--- src/rtl/instr_stream_loader.sv ---
// instr_stream_loader: packs a WASM byte stream little-endian into 64-bit words and writes them to instruction memory.
module instr_stream_loader #(
  parameter int ADDR_W = 8,
  parameter int DEPTH  = 256
) (
  input  logic              clk,
  input  logic              rst_n,
  input  logic              i_start,
  input  logic              s_byte_vld,
  output logic              s_byte_rdy,
  input  logic [7:0]        s_byte_data,
  input  logic              s_byte_last,
  output logic              o_wr_vld,
  input  logic              i_wr_rdy,
  output logic [ADDR_W-1:0] o_wr_addr,
  output logic [63:0]       o_wr_data,
  output logic              o_write_finish,
  output logic              o_busy,
  output logic              o_overflow,
  output logic [ADDR_W:0]   o_word_count
);
  typedef enum logic [2:0] {IDLE, COLLECT, WRITE, DRAIN, FINISH} state_t;
  localparam logic [ADDR_W:0] LP_DEPTH = (ADDR_W+1)'(DEPTH);
  state_t            r_state;
  logic [ADDR_W-1:0] r_addr;
  logic [2:0]        r_idx;
  logic [63:0]       r_pack;
  logic              r_last;
  logic [ADDR_W:0]   r_count;
  logic              r_overflow;
  logic              w_byte_hs;
  logic              w_full;
  assign s_byte_rdy     = (r_state == COLLECT) || (r_state == DRAIN);
  assign o_wr_vld       = r_state == WRITE;
  assign o_write_finish = r_state == FINISH;
  assign o_busy         = r_state != IDLE;
  assign o_wr_addr      = r_addr;
  assign o_wr_data      = r_pack;
  assign o_overflow     = r_overflow;
  assign o_word_count   = r_count;
  assign w_byte_hs      = s_byte_vld & s_byte_rdy;
  // true while the pending write is the last one memory can hold
  assign w_full         = (r_count + (ADDR_W+1)'(1)) == LP_DEPTH;
  always_ff @(posedge clk or negedge rst_n) begin
    if (!rst_n) begin
      r_state    <= IDLE;
      r_addr     <= '0;
      r_idx      <= '0;
      r_pack     <= '0;
      r_last     <= 1'b0;
      r_count    <= '0;
      r_overflow <= 1'b0;
    end else begin
      case (r_state)
        IDLE: if (i_start) begin
          r_state    <= COLLECT;
          r_addr     <= '0;
          r_idx      <= '0;
          r_pack     <= '0;
          r_last     <= 1'b0;
          r_count    <= '0;
          r_overflow <= 1'b0;
        end
        COLLECT: if (w_byte_hs) begin
          r_pack[{r_idx, 3'b000} +: 8] <= s_byte_data;
          r_idx <= r_idx + 3'd1;
          if (r_idx == 3'd7 || s_byte_last) begin
            r_state <= WRITE;
            r_last  <= s_byte_last;
          end
        end
        WRITE: if (i_wr_rdy) begin
          r_count <= r_count + (ADDR_W+1)'(1);
          // hold the address on the final slot so it never points past DEPTH-1
          r_addr  <= w_full ? r_addr : r_addr + ADDR_W'(1);
          r_pack  <= '0;
          r_idx   <= '0;
          r_state <= r_last ? FINISH : (w_full ? DRAIN : COLLECT);
          if (!r_last && w_full) r_overflow <= 1'b1;
        end
        DRAIN: if (w_byte_hs && s_byte_last) r_state <= FINISH;
        FINISH: r_state <= IDLE;
        default: r_state <= IDLE;
      endcase
    end
  end
endmodule
--- config.mk ---
export PLATFORM = sky130hd
export DESIGN_NAME = instr_stream_loader
export DESIGN_NICKNAME = d
export VERILOG_FILES = /design/src/rtl/instr_stream_loader.sv
export SDC_FILE = /design/constraint.sdc
export NUM_CORES = 1
export LEC_CHECK = 0
export CORE_MARGIN = 2
export CORE_UTILIZATION = 45
export CTS_CLUSTER_DIAMETER = 80
export DETAILED_ROUTE_END_ITERATION = 12
export DONT_BUFFER_PORTS = 1
export PLACE_DENSITY = 0.69
export SLEW_MARGIN = 30
export SYNTH_ARGS = -nofsm -noshare
export SYNTH_HDL_FRONTEND = slang
export SYNTH_SLANG_ARGS = --single-unit
--- constraint.sdc ---
create_clock -name clk -period 3.15 [get_ports clk]
set_input_delay 0.63 -clock clk [delete_from_list [all_inputs] [get_ports clk]]
set_output_delay 0.63 -clock clk [all_outputs]
set_load 0.02 [all_outputs]
-- Yosys cells after proc, flatten, opt, wreduce, memory -nomap -nowiden
Cells that the tools add are included.
Widths: inputs -> output; s select.
- add/subtract/negate cells: 4
- multiply operators: 0
- divide/modulo/power cells: 0
- magnitude comparators: 0
- equal/unequal tests: 13
- shift operators: 2
- mux-type cells: 31
- bitwise operators: 1
- reduce and logical (&&, ||, !) cells: 16
- operators with widths (kind ; count):
    $mux 64 ; 3
    $pmux 64 s3 ; 1
    $bwmux 64 ; 1
    $shift 8x8->64 const A ; 1
    $shiftx 8x8->64 ; 1
    $mux 3 ; 9
    $mux 8 ; 3
    $mux 9 ; 2
    $pmux 9 s2 ; 1
    $pmux 8 s2 ; 1
    $reduce_and 4->1 ; 4
    $pmux 3 s4 ; 1
    $add 9x1->9 const B ; 1
    $eq 9x9->1 const B ; 1
    $pmux 3 s3 ; 1
    $add 8x1->8 const B ; 1
    $ne 2x1->1 const B ; 4
    $neg 6->8 ; 1
    $eq 3x2->1 const B ; 2
    $eq 3x3->1 const B ; 2
    $ne 2x2->1 const B ; 3
    $reduce_bool 3->1 ; 2
    $mux 1 ; 5
    $reduce_and 5->1 ; 1
    other kinds (11) ; 15
- bits in registers: 89
- latch bits: 0
- memory bits (writable): 0
- ROM bits: 0
- input bits: 14
- output and inout port bits: 86
- word-level logic and storage cells: 74
- memories kept: 0

-- Logic depth before layout (Yosys ltp)
Gate-level depths: netlist of the first run.
- depth in word-level cells: 6
- gate-level depth with buffers: 9
- gate-level depth less buffers: 8

-- Worst setup path after synthesis of the first run
No wires, ideal clock.
- path type: flip-flop to flip-flop
- start point: register r_idx[0]
- end point: register r_pack[32] (netlist: o_wr_data[32])
- setup time: 125 ps
- arrival time: 2232 ps
- required time: 3025 ps
- setup slack: 794 ps
- cell stages (with the launch flop): 10
- path buffers: 1
- clock period less this slack: 2356 ps
- cell sequence: dfrtp_1 > inv_1 > ha_1 > ha_1 > buf_2 > nor4b_1 > o21ai_1 > nand2_1 > nand2_2 > mux2_2
- word-level cells in the longest chain between the ends: 5
- elaborated cells between the ends (all ways): 6
- those cells by class: add/sub (1); shift (2); mux (3)
- RTL lines (what ; RTL line ; source):
    start: declaration ; 26 ; logic [2:0] r_idx;
    start signal: assignment ; 66 ; r_idx <= r_idx + 3'd1;
    $neg 6->8 * ; 65 ; r_pack[{r_idx, 3'b000} +: 8] <= s_byte_data;
    $shiftx 8x8->64 or $shift 8x8->64 (tied branches) ; 65 ;
    $bwmux 64 * ; 65 ;
    $mux 64 * ; 64 ; COLLECT: if (w_byte_hs) begin
    $pmux 64 s3 * ; 54 ; case (r_state)
    end signal: indexed assignment ; 65 ;
    end: declaration ; 27 ; logic [63:0] r_pack;
Every way passes the cells marked *; elsewhere a longest branch is shown, timed or not. The select of a mux whose other input is x is not followed.
A chain may end at the register's enable or synchronous reset.

-- Worst setup path in the final report of the first run
- start point: register r_idx[0]
- end point: register r_pack[34] (netlist: o_wr_data[34])
The elaborated chain is that of the path after synthesis.

==> metrics.txt, run 1 <==
status=complete, no violations; switching share of power=0.432; Hold Crit Class=input pin to asynchronous set/reset pin; NumNets Final=between 300 and 400; max frequency=roughly 0.37 GHz; dpl cells=between 400 and 500; Comb pwr share=0.324; drt pass-1 iters=4; top cells by area, synth=dfrtp_1, a22o_1, o2bb2ai_1; Final Skew=10.6 ps; GRT Total Usage=0.201; routability cong.=around 0.84; post-synthesis sequential area ratio=0.541; total power=approximately 3.4 mW; Mapped Avg Cell Area=about 12 um2; Async S/R FF share, synth=1.00; setup_tns=0 ps; RSZ-0062 raised after global routing=no; initial antenna violation count=0; Yosys warning count=0; vias per std cell=roughly 6.2; layout cells sized above 1=0.104; post-layout util=0.496; final wirelength=around 9.7 mm; CP max FO=10; cell taking the most area after synthesis=dfrtp_1; die width=between 90 and 100 um; CTS tree=done; Setup violations, final=0; H-tree Lvls=3; P_leak=approximately 1.9 nW; buffers added on ports=0; Avg WL per Cell=approximately 21 um; EDFF count, synth=0; clk buf depth=2; design area=between 0.004 and 0.005 mm2; WS Path Type=flop to flop; Switch Pwr=around 1.5 mW; total CTS buffers=9; core area=0.00881 mm2; dpl ws=~490 ps; ANT cells=0; number of global-route vias before repair=2775; Yosys reg bits=a little under 90; post-synth top area share=0.541; worst hold slack=between 150 and 200 ps; Non-Filler Instances=between 400 and 500; # clock sinks=just under 90; DIE AREA=0.00993 mm2; post-CTS setup buffers=0; DRC violations left=0; Die H=99.7 um; data arrival time of the worst path=2910 ps; Layout area overhead=6.11%; first-pass GRT wire length=around 16 mm; fin. max-slew vios=0; initial DRC count=166; Slew @ Worst Pin=~700 ps; largest net degree at the start of global routing=90; Max VDD drop=about 0.00041 V; Max-slew headroom=0.533; Rows=34; CTS clk-pin slew, worst paths=90 ps; cells after synthesis=between 300 and 400; final HPWL from detailed placement=6.66 mm; post-layout min period=approximately 2700 ps; Pwr per Cell Area=between 700 and 800 mW/mm2; number of max-cap violations=0; clock latency on the worst-skew pair=around 360 ps; # IOs=100; Starting Density=0.468; Reg power frac=0.459; synth unique cells=52; post-route ant nets=0; final hold vios=0; worst path required time=3390 ps; Mapped Area=0.00412 mm2; clock power share=0.216; CP startpoint kind=flop; critical path endpoint category=flop; clock root buffer=clkbuf_8; final period utilization=0.848; Int Power=1.91 mW; Top FF cell, synth=dfrtp_1; vias=approximately 2900; Syn Nets=between 300 and 400; worst setup margin=480 ps; placed inst area=between 0.004 and 0.005 mm2; grt ovf=0
==> cell usage in the layout (no fill, tap or decap), types with 2 or more instances in the layout <==
master and count:
dfrtp_1 89, nand2_1 38, a22o_1 36, o2bb2ai_1 29
o21ai_0 16, nor2_1 11, a21oi_1 9, clkbuf_8 9
nand3_1 8, nand2b_1 8, ha_1 8, inv_1 7
mux2i_1 7, nor3_1 5, a21o_1 5, and2_1 4
nor2b_1 3, mux2_2 3, nand4_1 3, nor4_4 3
a31oi_1 3, o41ai_1 3, inv_6 3, nor3b_1 2
and3_1 2, o31ai_1 2, nor4b_1 2, nor4_2 2
or2b_1 2, nor3_4 2, nor3_2 2, o211ai_1 2
xnor2_1 2, nor4_1 2, clkinvlp_4 2, buf_4 2
==> layer usage <==
layer | up-vias | track usage | share of wire
met1 | 1433 | 0.294 | 0.48
met3 | 8 | 0.0632 | 0.071
met5 | - | 0 | 0
met4 | 0 | 0.0674 | 0.0082
li1 | 1317 | - | -
met2 | 96 | 0.282 | 0.44
==> Yosys cell counts (3+ instances only) <==
library cell  instances
ha_1                  8
buf_2                 5
mux2_2                3
dfrtp_1              89
buf_6                 4
nor2_1               11
o21ai_0              16
nand4_1               3
a21oi_1               9
nor4_4                3
a22o_1               36
a21o_1                5
nor2b_1               3
inv_1                 7
o2bb2ai_1            29
mux2i_1               7
nand2_1              38
nor3_1                5
o41ai_1               3
nand3_1               8
nand2b_1              8
a31oi_1               3
and2_1                4
clkbuf_1              5
==> worst max-delay path, stage by stage (launching register included) <==
cell	delay [ps]
dfrtp_1	570
inv_1	150
ha_1	230
ha_1	450
nor4b_1	220
o21ai_1	280
nand2_1	130
nand2_2	170
mux2_2	350
==> power groups by stage <==
stage	logic [mW]	registers [mW]	clock network (mW)
detailed placement	1.06	1.56	0
CTS	1.09	1.54	0.742
global placement	1.03	1.56	0
global route	1.21	1.56	0.795
floorplan	0.936	1.49	0
finish	1.09	1.54	0.727
==> flip-flops by register name, indices dropped and copies added (netlist names) <==
register / count
o_overflow: 1
o_word_count: 9
o_wr_addr: 8
o_wr_data: 64
r_idx: 3
r_last: 1
r_state: 3
==> kinds of logic (layout without fill, tap and decap cells) <==
| kind of cell | count (synthesis) | count (layout) | share of synthesized area |
|---|---|---|---|
| mux | 10 | 10 | 0.0252 |
| simple gates | 111 | 111 | 0.171 |
| fa+ha+maj | 8 | 8 | 0.0243 |
| compound gates | 109 | 109 | 0.203 |
| flops | 89 | 89 | 0.541 |
| xor+xnor | 2 | 2 | 0.00425 |
| buf+inv | 23 | 26 | 0.0316 |
==> timing repair <==
action	4_1_cts	5_1_grt
hold endpoints to repair	89	0
hold buffers	1	0
setup endpoints to repair	0	0
resized for setup	0	0
==> final timing paths <==
check                      startpoint       endpoint  slack, ps  cells after the start
max                          r_idx[0]  o_wr_data[34]        480                      8
min                             rst_n   o_wr_data[0]        170                      1
max reg2reg                  r_idx[0]  o_wr_data[34]        480                      8
min reg2reg                    r_last         r_last        620                      2
max in group asynchronous       rst_n   o_wr_addr[3]       2610                      1
min in group clk              i_start   o_wr_addr[0]        350                      1
==> cell type report <==
type / count / area (um2)
fillers: 782 / 4440
flip-flops and latches: 89 / 2230
multi-input cells: 240 / 1760
well taps: 108 / 135
clock buffers: 10 / 128
clock inverters: 6 / 50.0
repair buffers: 3 / 42.5
inverters: 7 / 26.3
(Power assumes the default switching activity.)
==> inputs of run 2 (changes only) <==
- clock period: 3.15 -> 2.6 ns (I/O delays scaled with it)
==> metrics.txt, run 2 (same netlist as run 1, synthesis figures left out) <==
status=complete, no violations; layout cells sized above 1=0.122; clk buf depth=2; R2R depth=8; # clock sinks=89; Crit-path slowest cell=dfrtp_1; Pwr per Cell Area=947 mW/mm2; RSZ-0062 raised after global routing=no; CP max FO=8; Setup violations, final=0; routability cong.=~0.9; Rows=34; CP startpoint kind=flop; initial antenna violation count=0; clock root buffer=clkbuf_8; die width=around 100 um; Top cell by count, worst path=ha_1; design area=about 0.0044 mm2; CTS clk-pin slew, worst paths=approximately 90 ps; initial DRC count=approximately 160; # IOs=100; commonest non-fill, non-tap cells in the layout=dfrtp_1, nand2_1, a22o_1; Hold Crit Class=input pin to asynchronous set/reset pin; placed inst area=0.00420 mm2; first-pass GRT wire length=about 16 mm; Final Skew=11.2 ps; Max-slew headroom=0.514; vias=2846; slowest stage delay, CP=500 ps; vias per std cell=6.08; Layout area overhead=7.44%; clock latency on the worst-skew pair=360 ps; fin. max-slew vios=0; CTS tree=done; P_leak=roughly 2 nW; total CTS buffers=9; Starting Density=0.468; final hold vios=0; largest net degree at the start of global routing=90; final wirelength=9.68 mm; setup_tns=0 ps; DRC violations left=0; Slew @ Worst Pin=between 700 and 800 ps; number of global-route vias before repair=about 2800; worst-path cell chain=inv_1 -> ha_1 -> ha_1 -> nor4b_1 -> o21ai_2 -> nand2_1 -> nand2_2 -> mux2_2; final HPWL from detailed placement=about 6.9 mm; grt ovf=0; core area=0.00881 mm2; post-layout min period=between 2000 and 2500 ps; drt pass-1 iters=4; ANT cells=0; max frequency=0.412 GHz; WS Path Type=flop to flop; DIE AREA=0.00993 mm2; post-layout util=0.503; multi-input logic area=roughly 0.0018 mm2; Max VDD drop=roughly 0.00041 V; # fillers=between 700 and 800; post-route ant nets=0; Sequential Area=about 0.0022 mm2; critical path endpoint category=flop; leading cell type in the layout, fill and taps excluded=dfrtp_1; Reg-to-Reg Start=r_idx[1]; reg-to-reg setup timing slack=around 180 ps; H-tree Lvls=3; Die H=approximately 100 um; Avg WL per Cell=roughly 21 um; GRT Total Usage=0.201; buffers added on ports=0; data arrival time of the worst path=between 2000 and 3000 ps; max FFs per register=64; NumNets Final=roughly 380; final period utilization=0.933; total power=about 4.2 mW; Crit Reg-Reg Endpoint=o_wr_data[34]; worst path required time=around 2900 ps; number of max-cap violations=0
run 2: cell type report:
| type | count | share of cell area |
|---|---|---|
| Clock buffer | 9 | 0.0280 |
| Clock inverter | 7 | 0.0153 |
| Inverter | 7 | 0.00594 |
| Multi-Input combinational cell | 240 | 0.399 |
| Sequential cell | 89 | 0.503 |
| Tap cell | 108 | 0.0305 |
| Timing Repair Buffer | 8 | 0.0181 |
run 2: metal layers:
layer,vias to the layer above,track usage,share of wire
met2,93,0.282,0.44
met1,1400,0.283,0.45
met5,-,0,0
li1,1339,-,-
met4,0,0.0790,0.018
met3,14,0.0738,0.086
run 2: worst max-delay path: cells and delay by family, from the launching register on:
kind,cells,cell delay (ps)
fa+ha+maj,2,590
simple gates,3,550
flops,1,500
mux,1,340
compound gates,1,190
buf+inv,1,130
run 2: stage by stage:
| step | std cells | worst slack, ps | hold WS [ps] |
|---|---|---|---|
| 2_1_floorplan | 352 | 244 | 224 |
| 3_3_place_gp | 451 | 244 | 228 |
| 3_5_place_dp | 451 | 204 | 228 |
| 4_1_cts | 468 | 171 | 61.0 |
| 5_1_grt | 468 | 7.23 | 79.7 |
| 6_report | 468 | 175 | 54.1 |
run 2: worst max path at each step:
stage                  start            end  slack (ps)  cells past startpoint
CTS                 r_idx[1]  o_wr_data[34]         170                      8
detailed placement  r_idx[1]  o_wr_data[34]         200                      8
global route        r_idx[1]  o_wr_data[34]           7                      8
finish              r_idx[1]  o_wr_data[34]         180                      8
global placement    r_idx[1]  o_wr_data[32]         240                      8
floorplan           r_idx[0]  o_wr_data[32]         240                      9
run 2: where the power goes:
group          internal [mW]  switching (mW)  total, mW  leakage (nW)
registers               1.53           0.319       1.84          1.23
clock network          0.376           0.547      0.923        0.0962
logic                  0.485           0.940       1.42         0.622
total                   2.39            1.81       4.19          1.95
run 2: timing repair:
action                     in CTS  in global routing
setup buffers                   0                  0
setup endpoints to repair       0                  1
gates resized for setup         0                  1
hold buffers                    1                  0
hold endpoints to repair       89                  0
==> inputs of run 3 (changes only) <==
- CORE_UTILIZATION: 45 -> 60
- PLACE_DENSITY: 0.69 -> 0.85
==> metrics.txt, run 3 (same netlist as run 1, synthesis figures left out) <==
final wirelength=between 9 and 10 mm; Rows=30; ANT cells=0; # fillers=488; R2R depth=9; final period utilization=0.912; data arrival time of the worst path=about 2600 ps; status=complete, no violations; CTS tree=done; max FFs per register=64; final hold vios=0; leading cell type in the layout, fill and taps excluded=dfrtp_1; setup_tns=0 ps; commonest non-fill, non-tap cells in the layout=dfrtp_1, nand2_1, a22o_1; vias per std cell=roughly 6.5; CP max FO=9; slowest stage delay, CP=470 ps; Pwr per Cell Area=945 mW/mm2; # IOs=100; core area=0.00672 mm2; Switch Pwr=roughly 1.8 mW; Hold Crit Class=input pin to asynchronous set/reset pin; number of global-route vias before repair=~2800; Sequential Area=~0.0022 mm2; largest net degree at the start of global routing=90; vias=about 2800; routability cong.=0.881; grt ovf=0; Crit. Startpoint=r_idx[1]; multi-input logic area=0.00176 mm2; worst-path cell chain=inv_1 -> ha_1 -> ha_1 -> buf_4 -> nor2_1 -> nand3_1 -> nand2_1 -> nand2_1 -> a22o_1; drt pass-1 iters=4; Starting Density=0.613; P_leak=between 1.5 and 2 nW; final HPWL from detailed placement=roughly 6.5 mm; Max-slew headroom=0.496; RSZ-0062 raised after global routing=no; CP startpoint kind=flop; max frequency=~0.42 GHz; worst path required time=between 2000 and 3000 ps; number of max-cap violations=0; Reg-to-Reg Start=r_idx[1]; initial DRC count=171; Crit-path slowest cell=dfrtp_1; GRT Total Usage=0.252; Slew @ Worst Pin=around 750 ps; WS Path Type=flop to flop; Reg power frac=0.450; total CTS buffers=9; layout cells sized above 1=0.115; critical path endpoint category=flop; Comb pwr share=0.333; switching share of power=0.431; fin. max-slew vios=0; NumNets Final=about 380; # clock sinks=roughly 90; clock latency on the worst-skew pair=about 370 ps; clock root buffer=clkbuf_8; post-layout util=0.649; post-layout min period=between 2000 and 2500 ps; H-tree Lvls=3; Int Power=2.35 mW; CTS clk-pin slew, worst paths=around 110 ps; Final Skew=19.1 ps; clk buf depth=2; Die H=roughly 87 um; die width=~87 um; clock power share=0.217; buffers added on ports=0; Max VDD drop=between 0.0004 and 0.0005 V; post-route ant nets=0; Layout area overhead=5.92%; DIE AREA=approximately 0.0075 mm2; initial antenna violation count=0; Avg WL per Cell=20.8 um; first-pass GRT wire length=between 10 and 15 mm; DRC violations left=0; Setup violations, final=0
==> run 3: changes by cell type in the layout (fill, tap and decap cells not counted), sizes merged <==
cell / change
buf: -2
clkinv: +1
inv: -1
==> run 3: routing by layer <==
metal  part of all wire  up-vias  track usage
met5                  0        -            0
met4              0.018        0       0.0767
met1               0.42     1395        0.341
met3              0.075       14       0.0891
met2               0.48      110        0.383
li1                   -     1320            -
==> run 3: layout make-up <==
class	count	area share
Clock buffer	9	0.0284
Tap cell	80	0.0229
Clock inverter	7	0.0135
Sequential cell	89	0.510
Timing Repair Buffer	6	0.0149
Inverter	7	0.00602
Multi-Input combinational cell	240	0.404
==> run 3: worst max-delay path, delay by kind of cell (launching register included) <==
kind	cells	cell delay (ps)
flip-flops	1	470
buffers and inverters	2	300
adder cells (fa/ha/maj)	2	480
AO/OA/AOI/OAI	1	330
AND/OR/NAND/NOR	4	700
==> run 3: metrics by stage <==
stage	std cells	total power, mW	setup WS (ps)	hold slack (ps)	instance area, um2
after floorplan	352	2.94	244	224	4120
after global placement	421	3.15	344	227	4150
after detailed placement	421	3.21	230	227	4150
after CTS	438	4.12	254	72.3	4360
after global routing	438	4.37	91.9	70.2	4360
final	438	4.12	230	45.8	4360
==> run 3: power by group through the flow <==
| stage | Combinational [mW] | Clock [mW] | Sequential [mW] |
|---|---|---|---|
| finish | 1.37 | 0.894 | 1.86 |
| global route | 1.51 | 0.971 | 1.88 |
| CTS | 1.36 | 0.904 | 1.85 |
| detailed placement | 1.33 | 0 | 1.88 |
| global placement | 1.28 | 0 | 1.87 |
| floorplan | 1.13 | 0 | 1.80 |
==> run 3: what timing repair did <==
action                                 4_1_cts  5_1_grt
hold buffers                                 1        0
gates resized for setup                      0        0
setup buffers                                0        0
endpoints found under the hold margin       89        0
==> run 3: worst paths after layout <==
check	end	slack (ps)
max	o_wr_data[0]	230
min	o_wr_data[27]	50
max reg2reg	o_wr_data[0]	230
min reg2reg	r_idx[0]	610
max in group asynchronous	o_word_count[2]	2200
min in group clk	o_wr_addr[0]	240
